### src/rtl/param_fifo_ifc.sv
// -----------------------------------------------------------------------------
// param_fifo_ifc
//
// Register-mapped two-input / one-output FIFO block. Operands are written into
// FIFO A and FIFO B through an addressed write port; a compute stage pops one
// operand from each whenever it can and pushes op(a,b) into FIFO Y. Results and
// status are fetched through an addressed, combinational read port.
//
// Optional build macro:
//   PARAM_FIFO_IFC_ERR_FLAGS_EN - adds the sticky error-flag register read at
//                                 address 7 (bit0 A overflow, bit1 B overflow,
//                                 bit2 Y underflow, cleared by reading it).
//                                 Without it address 7 reads 0.
//
// Ports:
//   CLK            rising-edge clock
//   RST_N          asynchronous active-low reset
//   write_address  write target (4: push A, 5: push B, 6: OP)
//   write_data     write payload
//   write_en       write strobe, honoured only while write_rdy=1
//   write_rdy      write port ready
//   read_address   read source (0..7 status/data map)
//   read_en        read strobe, honoured only while read_rdy=1
//   read_data      read result, combinational from read_address
//   read_rdy       read port ready
// -----------------------------------------------------------------------------
module param_fifo_ifc #(
    parameter int DATA_W = 8,
    parameter int DEPTH  = 4,
    parameter int ADDR_W = 3
) (
    input  logic              CLK,
    input  logic              RST_N,
    input  logic [ADDR_W-1:0] write_address,
    input  logic [DATA_W-1:0] write_data,
    input  logic              write_en,
    output logic              write_rdy,
    input  logic [ADDR_W-1:0] read_address,
    input  logic              read_en,
    output logic [DATA_W-1:0] read_data,
    output logic              read_rdy
);

    localparam int PTR_W = $clog2(DEPTH);
    localparam int CNT_W = PTR_W + 1;

    localparam logic [CNT_W-1:0] FULL_CNT = CNT_W'(DEPTH);

    localparam logic [ADDR_W-1:0] ADDR_A_NFULL = ADDR_W'(0);
    localparam logic [ADDR_W-1:0] ADDR_B_NFULL = ADDR_W'(1);
    localparam logic [ADDR_W-1:0] ADDR_Y_NEMPT = ADDR_W'(2);
    localparam logic [ADDR_W-1:0] ADDR_Y_DATA  = ADDR_W'(3);
    localparam logic [ADDR_W-1:0] ADDR_A       = ADDR_W'(4);
    localparam logic [ADDR_W-1:0] ADDR_B       = ADDR_W'(5);
    localparam logic [ADDR_W-1:0] ADDR_OP      = ADDR_W'(6);
    localparam logic [ADDR_W-1:0] ADDR_ERR     = ADDR_W'(7);

    typedef enum logic [1:0] {
        OP_OR  = 2'd0,
        OP_AND = 2'd1,
        OP_XOR = 2'd2,
        OP_ADD = 2'd3
    } op_e;

    logic              rdy_q, rdy_d;
    op_e               op_q, op_d;

    logic [DATA_W-1:0] mem_a_q [DEPTH];
    logic [DATA_W-1:0] mem_a_d [DEPTH];
    logic [DATA_W-1:0] mem_b_q [DEPTH];
    logic [DATA_W-1:0] mem_b_d [DEPTH];
    logic [DATA_W-1:0] mem_y_q [DEPTH];
    logic [DATA_W-1:0] mem_y_d [DEPTH];

    logic [PTR_W-1:0]  wr_ptr_a_q, wr_ptr_a_d, rd_ptr_a_q, rd_ptr_a_d;
    logic [PTR_W-1:0]  wr_ptr_b_q, wr_ptr_b_d, rd_ptr_b_q, rd_ptr_b_d;
    logic [PTR_W-1:0]  wr_ptr_y_q, wr_ptr_y_d, rd_ptr_y_q, rd_ptr_y_d;
    logic [CNT_W-1:0]  cnt_a_q, cnt_a_d, cnt_b_q, cnt_b_d, cnt_y_q, cnt_y_d;

    logic              a_full, b_full, y_full, a_empty, b_empty, y_empty;
    logic              wr_fire, rd_fire;
    logic              push_a_req, push_b_req, pop_y_req;
    logic              push_a, push_b, pop_y, fire;
    logic              err_clr;
    logic [DATA_W-1:0] op_a, op_b, result;
    logic [DATA_W-1:0] err_rd;
    logic [DATA_W-1:0] rd_mux;

    // Both ports come up together one edge after reset release.
    assign write_rdy = rdy_q;
    assign read_rdy  = rdy_q;
    assign rdy_d     = 1'b1;

    // All FIFO status is taken from start-of-cycle state, so pushes never
    // bypass a same-cycle pop and a same-cycle Y pop never unblocks compute.
    assign a_full  = (cnt_a_q == FULL_CNT);
    assign b_full  = (cnt_b_q == FULL_CNT);
    assign y_full  = (cnt_y_q == FULL_CNT);
    assign a_empty = (cnt_a_q == '0);
    assign b_empty = (cnt_b_q == '0);
    assign y_empty = (cnt_y_q == '0);

    assign wr_fire    = write_en & rdy_q;
    assign rd_fire    = read_en & rdy_q;
    assign push_a_req = wr_fire && (write_address == ADDR_A);
    assign push_b_req = wr_fire && (write_address == ADDR_B);
    assign pop_y_req  = rd_fire && (read_address == ADDR_Y_DATA);
    assign err_clr    = rd_fire && (read_address == ADDR_ERR);
    assign push_a     = push_a_req && !a_full;
    assign push_b     = push_b_req && !b_full;
    assign pop_y      = pop_y_req && !y_empty;
    assign fire       = !a_empty && !b_empty && !y_full;

    assign op_a = mem_a_q[rd_ptr_a_q];
    assign op_b = mem_b_q[rd_ptr_b_q];

    // Compute always uses the registered OP, so an OP write only affects
    // computes from the following cycle on.
    always_comb begin
        result = op_a | op_b;
        case (op_q)
            OP_OR:   result = op_a | op_b;
            OP_AND:  result = op_a & op_b;
            OP_XOR:  result = op_a ^ op_b;
            OP_ADD:  result = op_a + op_b;
            default: result = op_a | op_b;
        endcase
    end

    // Next-state for the three FIFOs and the OP register.
    always_comb begin
        mem_a_d    = mem_a_q;
        mem_b_d    = mem_b_q;
        mem_y_d    = mem_y_q;
        wr_ptr_a_d = wr_ptr_a_q;
        rd_ptr_a_d = rd_ptr_a_q;
        wr_ptr_b_d = wr_ptr_b_q;
        rd_ptr_b_d = rd_ptr_b_q;
        wr_ptr_y_d = wr_ptr_y_q;
        rd_ptr_y_d = rd_ptr_y_q;
        op_d       = op_q;

        if (push_a) begin
            mem_a_d[wr_ptr_a_q] = write_data;
            wr_ptr_a_d          = wr_ptr_a_q + PTR_W'(1);
        end
        if (push_b) begin
            mem_b_d[wr_ptr_b_q] = write_data;
            wr_ptr_b_d          = wr_ptr_b_q + PTR_W'(1);
        end
        if (fire) begin
            rd_ptr_a_d          = rd_ptr_a_q + PTR_W'(1);
            rd_ptr_b_d          = rd_ptr_b_q + PTR_W'(1);
            mem_y_d[wr_ptr_y_q] = result;
            wr_ptr_y_d          = wr_ptr_y_q + PTR_W'(1);
        end
        if (pop_y) begin
            rd_ptr_y_d = rd_ptr_y_q + PTR_W'(1);
        end
        if (wr_fire && (write_address == ADDR_OP)) begin
            op_d = op_e'(2'(write_data));
        end

        cnt_a_d = cnt_a_q + CNT_W'(push_a) - CNT_W'(fire);
        cnt_b_d = cnt_b_q + CNT_W'(push_b) - CNT_W'(fire);
        cnt_y_d = cnt_y_q + CNT_W'(fire) - CNT_W'(pop_y);
    end

    // Control state: pointers, counts, OP and port readiness.
    always_ff @(posedge CLK or negedge RST_N) begin
        if (!RST_N) begin
            rdy_q      <= 1'b0;
            op_q       <= OP_OR;
            wr_ptr_a_q <= '0;
            rd_ptr_a_q <= '0;
            wr_ptr_b_q <= '0;
            rd_ptr_b_q <= '0;
            wr_ptr_y_q <= '0;
            rd_ptr_y_q <= '0;
            cnt_a_q    <= '0;
            cnt_b_q    <= '0;
            cnt_y_q    <= '0;
        end else begin
            rdy_q      <= rdy_d;
            op_q       <= op_d;
            wr_ptr_a_q <= wr_ptr_a_d;
            rd_ptr_a_q <= rd_ptr_a_d;
            wr_ptr_b_q <= wr_ptr_b_d;
            rd_ptr_b_q <= rd_ptr_b_d;
            wr_ptr_y_q <= wr_ptr_y_d;
            rd_ptr_y_q <= rd_ptr_y_d;
            cnt_a_q    <= cnt_a_d;
            cnt_b_q    <= cnt_b_d;
            cnt_y_q    <= cnt_y_d;
        end
    end

    // Storage needs no reset: emptiness is tracked entirely by the counts,
    // and nothing is written while the ports are not ready.
    always_ff @(posedge CLK) begin
        mem_a_q <= mem_a_d;
        mem_b_q <= mem_b_d;
        mem_y_q <= mem_y_d;
    end

`ifdef PARAM_FIFO_IFC_ERR_FLAGS_EN
    logic [2:0] err_q, err_d;
    logic [2:0] err_set;

    // Sticky flags; a set in the same cycle as a clearing read wins.
    assign err_set = {pop_y_req && y_empty, push_b_req && b_full, push_a_req && a_full};

    always_comb begin
        err_d = err_q;
        if (err_clr) begin
            err_d = '0;
        end
        err_d = err_d | err_set;
    end

    always_ff @(posedge CLK or negedge RST_N) begin
        if (!RST_N) begin
            err_q <= '0;
        end else begin
            err_q <= err_d;
        end
    end

    assign err_rd = DATA_W'(err_q);
`else
    assign err_rd = '0;
`endif

    // Read mux; narrow fields are zero-extended, and everything reads 0
    // until the port is ready.
    always_comb begin
        rd_mux = '0;
        case (read_address)
            ADDR_A_NFULL: rd_mux = DATA_W'(!a_full);
            ADDR_B_NFULL: rd_mux = DATA_W'(!b_full);
            ADDR_Y_NEMPT: rd_mux = DATA_W'(!y_empty);
            ADDR_Y_DATA:  rd_mux = y_empty ? '0 : mem_y_q[rd_ptr_y_q];
            ADDR_A:       rd_mux = DATA_W'(cnt_a_q);
            ADDR_B:       rd_mux = DATA_W'(cnt_b_q);
            ADDR_OP:      rd_mux = DATA_W'(op_q);
            ADDR_ERR:     rd_mux = err_rd;
            default:      rd_mux = '0;
        endcase
        read_data = rdy_q ? rd_mux : '0;
    end

endmodule

### config.mk
export PLATFORM = sky130hd
export DESIGN_NAME = param_fifo_ifc
export DESIGN_NICKNAME = d
export VERILOG_FILES = /design/src/rtl/param_fifo_ifc.sv
export SDC_FILE = /design/constraint.sdc
export NUM_CORES = 1
export LEC_CHECK = 0
export CAP_MARGIN = 20
export CORE_MARGIN = 10
export CORE_UTILIZATION = 60
export DETAILED_ROUTE_END_ITERATION = 8
export PLACE_DENSITY = 0.85
export SLEW_MARGIN = 20
export SYNTH_ARGS = -nofsm -noshare
export SYNTH_HDL_FRONTEND = slang
export SYNTH_SLANG_ARGS = --single-unit
### constraint.sdc
create_clock -name CLK -period 3.7 [get_ports CLK]
set_clock_uncertainty 0.1 [all_clocks]
set_input_delay 1.11 -clock CLK [delete_from_list [all_inputs] [get_ports CLK]]
set_output_delay 1.11 -clock CLK [all_outputs]
set_load 0.1 [all_outputs]
==> results of run 1 <==
==> synth_stat cells, types with 4 or more instances <==
cell      count
dfrtp_1      24
nand2_1      18
and3_1        8
o21ai_0      12
nand3_1       4
buf_2         8
nor2_1       14
inv_1        41
a21oi_1       7
nor3b_1       5
a211oi_1      6
fa_1          4
and2_1       12
mux4_2       24
xor2_1        6
xnor2_1      10
edfxtp_1     96
clkbuf_1      6
ha_1         34
nor3_1        4
==> path summary, 6_finish.rpt <==
path / startpoint / end / slack (ps) / depth (start not counted)
hold / removal: cnt_y_q[0] / cnt_y_q[0] / 470 / 1
max in group asynchronous: RST_N / rd_ptr_y_q[0] / 2380 / 2
setup / recovery: read_address[2] / read_data[0] / 90 / 6
setup reg to reg: rd_ptr_b_q[0] / mem_y_q[14] / 550 / 8
hold reg to reg: cnt_y_q[0] / cnt_y_q[0] / 470 / 1
min in group asynchronous: RST_N / rd_ptr_y_q[1] / 860 / 2
==> cells by family (layout without fill, tap and decap cells) <==
kind of cell             after synthesis  after routing  share of synthesized area, %
flip-flops                           120            120                          60.4
AND/OR/NAND/NOR                       79             79                          7.53
buffers and inverters                 59            114                          4.34
AO/OA/AOI/OAI                         46             46                          6.03
adder cells (fa/ha/maj)               38             38                          8.76
multiplexers                          30             30                          10.5
XOR/XNOR                              16             16                          2.43
other                                  1              1                        0.0650
==> cell type report <==
class / count / area [um2]
Tap cell: 129 / 161
Sequential cell: 120 / 3480
Clock buffer: 17 / 414
Inverter: 41 / 154
Timing Repair Buffer: 41 / 447
Multi-Input combinational cell: 210 / 2070
Clock inverter: 15 / 129
Fill cell: 568 / 2420
==> worst max-delay path: stages <==
cell and delay [ps]:
dlygate4sd2_1 420, nor3b_1 290, nor2_1 80, o21ai_1 150, a32oi_4 160, buf_12 190
==> routing by layer <==
layer / vias to the layer above / wire length, um
met5: - / 0
met4: 0 / 155
met3: 16 / 449
met2: 87 / 6140
met1: 1678 / 4680
li1: 1527 / -
==> where the power goes <==
| group | total (mW) | internal, mW | switching (mW) |
|---|---|---|---|
| clock network | 1.50 | 0.888 | 0.609 |
| registers | 2.18 | 1.89 | 0.286 |
| logic | 2.18 | 0.959 | 1.22 |
| total | 5.85 | 3.74 | 2.11 |
==> timing repair <==
| item | 4_1_cts | 5_1_grt |
|---|---|---|
| setup endpoints to repair | 8 | 0 |
| hold buffers | 0 | 0 |
| gates resized for setup | 6 | 0 |
| endpoints found under the hold margin | 0 | 0 |
==> flip-flops by register name, indices dropped and copies added, names as in the netlist <==
signal / flops
cnt_b_q: 3
rd_ptr_b_q: 2
mem_y_q: 32
rd_ptr_a_q: 2
op_q: 2
cnt_y_q: 3
cnt_a_q: 3
wr_ptr_y_q: 2
mem_a_q: 32
wr_ptr_b_q: 2
read_rdy: 1
rd_ptr_y_q: 2
mem_b_q: 32
wr_ptr_a_q: 2
==> metrics, run 1 <==
Detail Placement HPWL 7520 um; Synth area leader edfxtp_1; min Tclk post-route 3610 ps; Total GRT Usage about 17%; via count around 3300; number of synthesized flops with an enable pin between 90 and 100; TritonRoute pass-1 iters 5; CP Capture Type output port; busiest grt layer met2; GR Util met3 under 10%; GRT met1 Usage between 20% and 30%; Util after Layout between 70% and 80%; peak supply drop 0.534 mV; Post-CTS Setup Bufs 0; M2 GR Usage 29.3%; fin nets 487; grt total ovfl 0; Starting Density 62.1%; top post-synthesis cells by area edfxtp_1 50%, dfrtp_1 10%, mux4_2 9.4%; pwr/cell area 853 nW/um2; Least-Margin Pin Slew ~600 ps; clock sinks 120; PnR worst setup slack 87.2 ps; pre-CTS WS -281 ps; post-synth top area share 50.0%; leakage power 2.60 nW; Residual DRC 0; root buffer cell clkbuf_8; CP Class input port to output port; Die Y 118 um; layout cells sized above 1 21.4%; Startpoint Class input port; asr flop ratio synth 20.0%; Final Max Slew Viols 0; # rows 35; n_diodes 0; hold slack 469 ps; first-pass GRT wire length 18800 um; Max-cap violations 0; Die X-Extent 118 um; final wirelength 11400 um; Die Footprint roughly 14000 um2; critical path arrival roughly 2400 ps; Cell Area, Synth 5770 um2; Avg Cell Area, Syn ~15 um2; TritonCTS Buffers 17; placed instance count 541; register area share after synthesis 60.4%; max_slew headroom 58.5%; IO buf count 27; number of global-route vias before repair 3468; post-route cell area ~6900 um2; clk_lat worst skew 520 ps; H-tree depth 4; status finished clean; 1st-iter DRT viols 223; largest net degree at the start of global routing 31; RSZ-0062 raised after global routing no; crit share post-route 97.6%; TNS Setup 0 ps; Routed Antenna Nets 0; most frequent cells in the layout 96 x edfxtp_1, 41 x inv_1, 34 x ha_1; initial antenna violation count 0; Clock Path Buffers 2; ys flop type edfxtp_1; Syn. warnings 0; Cell Count, Final, Fillers Out roughly 570; Yosys reg bits 120; worst endpoint required time 2490 ps; P&R area growth vs syn 19.0%; gpl congestion 0.884; Cells after Synth 389; Final Hold Vio Count 0; most common cell after layout, fill and taps aside edfxtp_1; TritonCTS clock tree yes; Worst Path Max Fanout 9; placed inst area around 6300 um2; WL/cell 19.9 um; synthesized net count roughly 450; Yosys cell types 50; via/cell ratio around 5.8; I/O pin cnt 28; core area 9280 um2; fmax 277 MHz; Pwr Total just under 6 mW; endpoints failing setup 0; clock slew at reported path FFs 60 ps; worst min path class flip-flop to flip-flop
(Power assumes the default switching activity.)
==> run 2, diff against run 1 <==
--- a/config.mk
+++ b/config.mk
@@ -10,6 +10,7 @@
 export CORE_UTILIZATION = 60
 export DETAILED_ROUTE_END_ITERATION = 8
 export PLACE_DENSITY = 0.85
+export SKIP_LAST_GASP = 1
 export SLEW_MARGIN = 20
 export SYNTH_ARGS = -nofsm -noshare
 export SYNTH_HDL_FRONTEND = slang
==> metrics, run 2 (synthesized netlist as in run 1, its figures left out) <==
combinational share of power 37.2% (about the same); first-pass GRT wire length 18700 um (was 18800 um); TritonCTS Buffers 17 (unchanged); Starting Density 62.1% (unchanged); clock sinks 120 (unchanged); P&R area growth vs syn 19.0% (unchanged); number of global-route vias before repair 3475 (was 3468); Startpoint Class input port (unchanged); placed inst area 6320 um2 (unchanged); Top Registers mem_a_q x32, mem_b_q x32, mem_y_q x32 (unchanged); worst min path class flip-flop to flip-flop (unchanged); # rows 35 (unchanged); pwr/cell area 853 nW/um2 (about the same); fmax 278 MHz (was 277 MHz); crit share post-route 97.1% (was 97.6%); status finished clean (unchanged); sw power 2.11 mW (about the same); Sw Share 36.1% (about the same); Die Footprint 13900 um2 (unchanged); layout cells sized above 1 21.4% (unchanged); TritonCTS clock tree yes (unchanged); initial antenna violation count 0 (unchanged); register share of total power 37.2% (about the same); endpoints failing setup 0 (unchanged); Pwr Total 5.85 mW (about the same); placed instance count 541 (unchanged); clk_lat worst skew 530 ps (was 520 ps); via/cell ratio 5.78 (was 5.77); Final Max Slew Viols 0 (unchanged); via count 3311 (was 3308); clock slew at reported path FFs 60 ps (about the same); Detail Placement HPWL 7520 um (unchanged); most frequent cells in the layout 96 x edfxtp_1, 41 x inv_1, 34 x ha_1 (unchanged); CP Class input port to output port (unchanged); PnR worst setup slack 106 ps (was 87.2 ps); root buffer cell clkbuf_8 (unchanged); power share of the clock group 25.6% (about the same); peak supply drop 0.535 mV (was 0.534 mV); core area 9280 um2 (unchanged); final wirelength 11400 um (about the same); min Tclk post-route 3590 ps (was 3610 ps); Die Y 118 um (unchanged); n_diodes 0 (unchanged); grt total ovfl 0 (unchanged); Clock Path Buffers 2 (unchanged); 1st-iter DRT viols 237 (was 223); leakage power 2.60 nW (unchanged); Die X-Extent 118 um (unchanged); TNS Setup 0 ps (unchanged); Final Hold Vio Count 0 (unchanged); gpl congestion 0.884 (unchanged); critical path arrival 2380 ps (was 2400 ps); Worst Path Max Fanout 9 (unchanged); CP Capture Type output port (unchanged); FF+latch area 3480 um2 (unchanged); largest net degree at the start of global routing 31 (unchanged); worst endpoint required time 2490 ps (about the same); Util after Layout 73.9% (unchanged); max_slew headroom 59.5% (was 58.5%); fin nets 487 (unchanged); most common cell after layout, fill and taps aside edfxtp_1 (unchanged); Routed Antenna Nets 0 (unchanged); IO buf count 27 (unchanged); Least-Margin Pin Slew 604 ps (was 618 ps); Total GRT Usage 17.1% (about the same); Cell Count, Final, Fillers Out 573 (unchanged); Int Pwr 3.74 mW (about the same); pre-CTS WS -281 ps (unchanged); multi-input logic area 2070 um2 (unchanged); # hold bufs at CTS 0 (unchanged); Residual DRC 0 (unchanged); RSZ-0062 raised after global routing no (unchanged); Max-cap violations 0 (unchanged); # fillers 568 (unchanged); TritonRoute pass-1 iters 5 (unchanged); H-tree depth 4 (unchanged); post-route cell area 6860 um2 (unchanged); WL/cell 19.9 um (about the same); hold slack 476 ps (was 469 ps); I/O pin cnt 28 (unchanged)
==> run 2: area by class of cell <==
cell class	count	share of cell area, %
Clock buffer	17	6.03
Clock inverter	15	1.88
Inverter	41	2.24
Multi-Input combinational cell	210	30.2
Sequential cell	120	50.8
Tap cell	129	2.35
Timing Repair Buffer	41	6.51
==> run 2: what timing repair did <==
| item | 4_1_cts | 5_1_grt |
|---|---|---|
| endpoints found under the setup margin | 8 | 2 |
| gates resized for setup | 5 | 1 |
| buffers inserted | 0 | 0 |
==> run 2: final timing paths <==
check                                 from       endpoint  slack (ps)  depth (start not counted)
max                        read_address[2]   read_data[0]         110                          6
min                             cnt_y_q[0]     cnt_y_q[0]         480                          1
max reg2reg                  rd_ptr_b_q[0]    mem_y_q[14]         560                          8
min reg2reg                     cnt_y_q[0]     cnt_y_q[0]         480                          1
max in group asynchronous            RST_N  rd_ptr_y_q[0]        2380                          2
min in group asynchronous            RST_N     cnt_b_q[2]         860                          2
==> run 2: power by group through the flow <==
stage          logic [mW]  clock network, mW  registers (mW)
2_1_floorplan        1.71                  0            2.02
3_3_place_gp         1.98                  0            2.16
3_5_place_dp         2.12                  0            2.19
4_1_cts              2.18               1.51            2.18
5_1_grt              2.41               1.58            2.22
6_report             2.18               1.50            2.18
==> run 2: critical path: stages <==
cell	delay, ps
dlygate4sd2_1	400
nor3b_1	280
nor2_1	80
o21ai_1	150
a32oi_4	160
buf_12	190
==> run 2: per-layer routing <==
| metal | part of all wire (%) | global-route usage (%) | wire (um) |
|---|---|---|---|
| met5 | 0 | 0 | 0 |
| met4 | 1.9 | 6.26 | 222 |
| met3 | 4.2 | 4.94 | 479 |
| met2 | 53 | 29.1 | 6060 |
| met1 | 41 | 20.1 | 4660 |
